## config.mk

```make
export PLATFORM = sky130hd
export DESIGN_NAME = seq_decoder
export DESIGN_NICKNAME = d
export VERILOG_FILES = /design/src/rtl/seq_decoder.sv
export SDC_FILE = /design/constraint.sdc
export NUM_CORES = 1
export LEC_CHECK = 0
export ABC_AREA = 1
export CORE_AREA = 3 3 61 63
export DETAILED_ROUTE_END_ITERATION = 10
export DIE_AREA = 0 0 64 66
export GPL_ROUTABILITY_DRIVEN = 0
export PLACE_DENSITY = 0.71
export SYNTH_ARGS = -nofsm -noshare
export SYNTH_HDL_FRONTEND = slang
export SYNTH_SLANG_ARGS = --single-unit
```

## constraint.sdc

```tcl
create_clock -name clk -period 3.95 [get_ports clk]
set_input_delay 0.79 -clock clk [delete_from_list [all_inputs] [get_ports clk]]
set_output_delay 0.79 -clock clk [all_outputs]
set_load 0.01 [all_outputs]
```

## src/rtl/seq_decoder.sv

```systemverilog
// Decoder for the 264617 octal state sequence: checks symbol legality, recovers the encoder bit a.
// Optional byte assembler built when SEQ_DECODER_BYTE_EN is defined.
module seq_decoder (
  input  logic       clk,
  input  logic       reset,
  input  logic       sym_valid,
  input  logic [2:0] sym,
  input  logic       cnt_clr,
  output logic       bit_valid,
  output logic       bit_out,
  output logic       byte_valid,
  output logic [7:0] byte_out,
  output logic       locked,
  output logic       err,
  output logic [7:0] err_count
);

  typedef enum logic {HUNT, TRACK} state_t;

  state_t     state;
  logic [2:0] prev;
  logic [2:0] good;

  logic code_ok;
  logic step_ok;
  logic step_bit;
  logic step_a;
  logic ev_err;
  logic ev_bit;

  // The step_* terms are only meaningful while tracking; they decode the (prev, sym) pair.
  always_comb begin
    code_ok  = (sym == 3'd1) || (sym == 3'd2) || (sym == 3'd4) ||
               (sym == 3'd6) || (sym == 3'd7);
    step_ok  = 1'b0;
    step_bit = 1'b0;
    step_a   = 1'b0;
    case (prev)
      3'd2: step_ok = (sym == 3'd4);
      3'd6: step_ok = (sym == 3'd7);
      3'd1: step_ok = (sym == 3'd6);
      3'd4: begin
        step_ok  = (sym == 3'd6) || (sym == 3'd1);
        step_bit = step_ok;
        step_a   = (sym == 3'd6);
      end
      3'd7: begin
        step_ok  = (sym == 3'd2) || (sym == 3'd4);
        step_bit = step_ok;
        step_a   = (sym == 3'd2);
      end
      default: step_ok = 1'b0;
    endcase
    ev_err = sym_valid && (!code_ok || ((state == TRACK) && !step_ok));
    ev_bit = sym_valid && (state == TRACK) && step_ok && step_bit;
  end

  always_ff @(posedge clk or negedge reset) begin
    if (!reset) begin
      state     <= HUNT;
      prev      <= 3'd0;
      good      <= 3'd0;
      bit_valid <= 1'b0;
      bit_out   <= 1'b0;
      locked    <= 1'b0;
      err       <= 1'b0;
      err_count <= 8'd0;
    end else begin
      bit_valid <= 1'b0;
      err       <= 1'b0;
      if (sym_valid) begin
        err       <= ev_err;
        bit_valid <= ev_bit;
        if (ev_bit)
          bit_out <= step_a;
        case (state)
          HUNT: begin
            if (code_ok) begin
              prev  <= sym;
              state <= TRACK;
            end
          end
          TRACK: begin
            // A legal code is always adopted as prev, even after a bad transition.
            if (!code_ok)
              state <= HUNT;
            else
              prev <= sym;
          end
          default: state <= HUNT;
        endcase
        if (ev_err) begin
          good   <= 3'd0;
          locked <= 1'b0;
        end else if ((state == TRACK) && step_ok) begin
          if (good != 3'd3)
            good <= good + 3'd1;
          locked <= (good >= 3'd2);
        end
      end
      if (cnt_clr)
        err_count <= 8'd0;
      else if (ev_err && (err_count != 8'hFF))
        err_count <= err_count + 8'd1;
    end
  end

`ifdef SEQ_DECODER_BYTE_EN
  logic [7:0] shreg;
  logic [2:0] bcnt;

  // Bits enter at the MSB, so after eight shifts the first bit sits in bit 0.
  always_ff @(posedge clk or negedge reset) begin
    if (!reset) begin
      shreg      <= 8'd0;
      bcnt       <= 3'd0;
      byte_out   <= 8'd0;
      byte_valid <= 1'b0;
    end else begin
      byte_valid <= 1'b0;
      if (ev_err) begin
        bcnt <= 3'd0;
      end else if (ev_bit) begin
        shreg <= {step_a, shreg[7:1]};
        if (bcnt == 3'd7) begin
          byte_out   <= {step_a, shreg[7:1]};
          byte_valid <= 1'b1;
          bcnt       <= 3'd0;
        end else begin
          bcnt <= bcnt + 3'd1;
        end
      end
    end
  end
`else
  assign byte_valid = 1'b0;
  assign byte_out   = 8'd0;
`endif

endmodule

```

==> flow_summary.yaml, run 1 <==
status:
  status: "complete, no violations"
route:
  drt_iter0_markers: 53
  post-route-drc-count: 0
  via_count: 1023
  drt-total-wl_mm: 2.301
  viasPerCell: 4.507
  first_pass_iters: 4
  wl_per_cell_um: 10.14
  ant_nets: 0
synthesis:
  ys_async_sr_fraction_pct: 100.0
  ys_types: 26
  synth_top_family_by_area: "simple AND/OR/NAND/NOR gates"
  synth-seq-cells: 19
  synth_compound_area_share_pct: 2.762
  ys_seq_area_share_pct: 36.19
  synth_cells: 161
  syn_area_mm2: 0.001314
  synth_edf_count: 0
  synth_fa_ha_area_share_pct: 3.810
  postSynthAreaPerCell_um2: 8.160
  yosys_warnings: 0
  synth.area.mux_share_pct: 0
  yosys.area_share.simple_pct: 41.81
  synth_xor_area_share_pct: 3.333
  synth_ff_type: "dfrtp_1"
clock_tree:
  root_buffer: "clkbuf_4"
  clk_pin_slew_worst_paths_ns: 0.11
  htree_levels: 1
  post-cts-setup-buffer-count: 0
  ctsHoldBuffers: 0
  clock_latency_ns: 0.30
  cts_buffer_depth: 2
  numClockSinks: 19
  cts_resized: 0
  tritoncts: "yes"
  numCtsBuffers: 3
die:
  die_h_um: 66
  die_w_um: 64
  num_rows: 21
  core-area_mm2: 0.003284
  design.die.area_mm2: 0.004224
  initial_utilization_pct: 40.00
  ios: 28
global_route:
  antenna_found_initial: 0
  grt_pass1_vias: 947
  grt_usage_pct: 11.82
  grt-ovfl-total: 0
  grt_first_pass_wirelength_mm: 4.015
  grt_max_degree: 20
critical_path:
  slowest_stage: "clkdlybuf4s50_1"
  arrival_ns: 1.34
  critPathBufInv: 1
  slowest_delay_ns: 0.58
  cp_top_family: "buffers and inverters"
  cp-start-kind: "flop"
  crit_path_max_fanout: 5
  end_kind: "primary output"
  worstPathCellList: "clkdlybuf4s50_1"
  worstPathRequired_ns: 3.16
  criticalPathCategory: "flop to primary output"
timing:
  setup_ws_ns: 1.817
  finalSetupViolCount: 0
  finalCriticalPeriod_ns: 2.133
  timing.fmax_ghz: 0.4689
  finalCritPeriodShare_pct: 53.99
  fin_tns_setup_ns: 0
  tightest_slew_ns: 0.8224
  holdWs_ns: 0.4958
  hold_viol: 0
  finClkSkew_ns: 0.001277
  maxSlewViolCount: 0
  rsz0062_at_grt: "false"
  maxSlewHeadroom_pct: 45.00
layout:
  layout_common_cells: "36 x nand2_1, 19 x dfrtp_1, 18 x inv_1, 18 x clkdlybuf4s50_1, 14 x nand4_1"
  antenna_cells: 0
  layout_commonest_cell: "nand2_1"
  n_fill_cell: 328
  areaGrowthSynthToFinish_pct: 16.95
  final_nets: 193
  drive_gt1_share_pct: 16.57
pwr:
  share_comb_of_total_power_pct: 34.4
  p_int_uw: 348.8
  sw_frac_of_total_pct: 36.86
  p_clk_share_pct: 18.3
  p_switching_uw: 203.6
  ir_drop_mv: 0.1302
  seqPwrFrac_pct: 47.3
  power_density_mw_per_mm2: 359.5
  power.leakage_nw: 0.7721
placement:
  dpl.hpwl_mm: 1.767
  io_buffers: 18
  place_ws_ns: 1.549
flow_run:
  maxCapViolCount: 0
worst_hold_path:
  hp-class: "flop to flop"
## sequential cells by signal (all words and copies together) (netlist names)
name / cells
err_count: 8
good: 3
prev: 3
bit_out: 1
bit_valid: 1
err: 1
locked: 1
state: 1
## final cells by class
class                   instances  area, um^2  area share [%]
clock buffers                   3       22.52           1.466
clock inverters                 1       5.005          0.3257
inverters                      22       82.58           5.375
multi-input cells             118       713.2           46.42
flip-flops and latches         19       475.5           30.94
well taps                      46       57.56           3.746
repair buffers                 18       180.2           11.73
## logic make-up (layout without fill, tap and decap cells)
logic type                 count (synthesis)  in the layout
other                                      1              9
and+or+nand+nor                           93             93
DFF                                       19             19
buffers and inverters                     32             44
xor gates and xnor gates                   5              5
AOI/OAI and AO/OA                          7              7
adders and majority gates                  4              4
## worst paths after layout
check                                          from                        to  slack, ns  cells past startpoint
setup / recovery           err_count[6]$_DFFE_PN0P_              err_count[6]       1.82                      1
hold / removal                    state$_DFFE_PN0P_         state$_DFFE_PN0P_       0.50                      2
setup reg to reg           err_count[0]$_DFFE_PN0P_  err_count[3]$_DFFE_PN0P_       2.32                      7
hold reg to reg                   state$_DFFE_PN0P_         state$_DFFE_PN0P_       0.50                      2
max in group asynchronous                     reset       prev[2]$_DFFE_PN0P_       2.50                      1
min in group asynchronous                     reset  err_count[7]$_DFFE_PN0P_       0.95                      1
## routing by layer
metal | global-route usage [%] | vias up | part of all wire [%]
met1 | 16.58 | 444 | 52
met5 | 0 | - | 0
met4 | 7.008 | 0 | 2.5
met3 | 1.190 | 5 | 3.1
met2 | 17.42 | 22 | 42
li1 | - | 552 | -
## stage by stage
stage / power (mW) / area [um^2] / util, % / std cells
3_3_place_gp: 0.4546 / 1509 / 45.94 / 223
6_report: 0.5524 / 1536 / 46.78 / 227
5_1_grt: 0.5993 / 1536 / 46.78 / 227
4_1_cts: 0.5587 / 1536 / 46.78 / 227
2_1_floorplan: 0.3984 / 1344 / - / 169
3_5_place_dp: 0.4571 / 1509 / 45.94 / 223
## synthesized netlist by cell type, types with 2 or more instances
cell / number / area, um^2
inv_2: 4 / 15.01
xor2_1: 4 / 35.03
nand2_8: 2 / 40.04
nor3_2: 2 / 20.02
nand4_1: 14 / 87.58
nand2_2: 4 / 25.02
inv_1: 18 / 67.56
o21ai_0: 3 / 15.01
ha_1: 4 / 50.05
nand2_1: 36 / 135.1
nor2_1: 11 / 41.29
nand3_2: 10 / 100.1
dfrtp_1: 19 / 475.5
a21oi_1: 2 / 10.01
buf_4: 9 / 67.56
nand3_1: 9 / 45.04
## power groups by stage
stage / logic, mW / clock network, mW / registers (mW)
global route: 0.221 / 0.112 / 0.267
CTS: 0.193 / 0.105 / 0.261
finish: 0.190 / 0.101 / 0.261
global placement: 0.189 / 0 / 0.265
floorplan: 0.133 / 0 / 0.265
detailed placement: 0.192 / 0 / 0.265
Power figures use the tool's default switching activity.
==> run 2: changes to the inputs <==
clock period = 2 ns   (was 3.95 ns; I/O delays follow)
==> run 2 against run 1 <==
Effect of this change: hold slack got worse by 0.082 ns; critical path depth unchanged; sequential cell count did not move; via count increased by 2.5%; utilization rose by 0.91 points; critical endpoint unchanged; largest cell class unchanged; largest power group unchanged.
==> flow_summary.yaml, run 2 (synthesized netlist as in run 1, its figures left out) <==
clock_tree:
  clock_latency_ns: 0.30
  ctsHoldBuffers: 0
  tritoncts: "yes"
  htree_levels: 1
  clk_pin_slew_worst_paths_ns: 0.11
  numCtsBuffers: 3
  cts_resized: 0
  root_buffer: "clkbuf_4"
  post-cts-setup-buffer-count: 0
  cts_buffer_depth: 2
  numClockSinks: 19
timing:
  finalCriticalPeriod_ns: 1.749
  finalCritPeriodShare_pct: 87.43
  finClkSkew_ns: 0.004716
  timing.fmax_ghz: 0.5719
  hold_viol: 0
  holdWs_ns: 0.4141
  maxSlewViolCount: 0
  finalSetupViolCount: 0
  fin_tns_setup_ns: 0
  rsz0062_at_grt: "false"
die:
  die_w_um: 64
  design.die.area_mm2: 0.004224
  initial_utilization_pct: 40.00
  num_rows: 21
  die_h_um: 66
  core-area_mm2: 0.003284
  ios: 28
layout:
  largest_reg_flops: 8
  drive_gt1_share_pct: 18.38
  antenna_cells: 0
  regMostFlops: "err_count"
  layout_commonest_cell: "nand2_1"
  final_nets: 197
  layout_common_cells: "36 x nand2_1, 19 x dfrtp_1, 18 x inv_1, 18 x clkdlybuf4s50_1, 14 x nand4_1"
  n_fill_cell: 306
  areaGrowthSynthToFinish_pct: 19.24
  reg_top3: "err_count (8), good (3), prev (3)"
critical_path:
  worstPathCellList: "clkdlybuf4s50_1"
  r2r_setup_slack_ns: 0.42
  cp-start-kind: "flop"
  worstPathRequired_ns: 1.60
  cp_top_family: "buffers and inverters"
  arrival_ns: 1.35
  criticalPathCategory: "flop to primary output"
  slowest_delay_ns: 0.58
  critPathBufInv: 1
  slowest_stage: "clkdlybuf4s50_1"
  crit_path_max_fanout: 5
  end_kind: "primary output"
global_route:
  grt_pass1_vias: 1009
  antenna_found_initial: 0
  grt_usage_pct: 11.97
  grt-ovfl-total: 0
  grt_max_degree: 20
  grt_first_pass_wirelength_mm: 4.071
route:
  viasPerCell: 4.541
  ant_nets: 0
  drt_iter0_markers: 41
  first_pass_iters: 4
  post-route-drc-count: 0
  drt-total-wl_mm: 2.284
  wl_per_cell_um: 9.887
  via_count: 1049
pwr:
  power.leakage_nw: 0.7909
  ir_drop_mv: 0.2603
  power_density_mw_per_mm2: 700.2
flow_run:
  maxCapViolCount: 0
status:
  status: "complete, no violations"
placement:
  dpl.hpwl_mm: 1.853
  io_buffers: 18
worst_hold_path:
  hp-class: "input port to async pin"
[run 2: per-layer routing]
layer	share of wire (%)	global-route usage, %	vias to the layer above
met2	48	20.26	17
met1	48	14.83	473
met3	3.0	1.871	4
met5	0	0	-
li1	-	-	555
met4	1.6	5.660	0
[run 2: per-stage QoR]
step	instances	setup WS [ns]	util (%)	instance area (um^2)	total power, mW
final	231	0.2514	47.70	1567	1.097
after global routing	231	0.1783	47.70	1567	1.192
after CTS	231	0.2377	47.70	1567	1.110
after detailed placement	227	-0.006080	46.86	1539	0.9113
after global placement	227	0.01968	46.86	1539	0.9020
after floorplan	169	0.5103	-	1344	0.7868
[run 2: layout make-up]
| type | instances | area [um^2] | share of cell area, % |
|---|---|---|---|
| repair buffers | 22 | 210.2 | 13.42 |
| clock inverters | 1 | 5.005 | 0.3195 |
| inverters | 22 | 82.58 | 5.272 |
| flip-flops and latches | 19 | 475.5 | 30.35 |
| well taps | 46 | 57.56 | 3.674 |
| clock buffers | 3 | 22.52 | 1.438 |
| multi-input cells | 118 | 713.2 | 45.53 |
[run 2: worst paths after layout]
path | end | cells past startpoint | start
max | err_count[6] | 1 | err_count[6]$_DFFE_PN0P_
min | err_count[7]$_DFFE_PN0P_ | 2 | reset
max reg2reg | err_count[4]$_DFFE_PN0P_ | 7 | err_count[0]$_DFFE_PN0P_
min reg2reg | state$_DFFE_PN0P_ | 2 | state$_DFFE_PN0P_
max in group asynchronous | state$_DFFE_PN0P_ | 2 | reset
min in group clk | state$_DFFE_PN0P_ | 2 | state$_DFFE_PN0P_
[run 2: power breakdown]
group / total [mW] / leakage (nW) / internal [mW] / switching [mW]
Combinational: 0.384 / 0.522 / 0.166 / 0.218
Clock: 0.196 / 0.0177 / 0.0745 / 0.122
Sequential: 0.517 / 0.251 / 0.454 / 0.0627
Total: 1.10 / 0.791 / 0.694 / 0.403
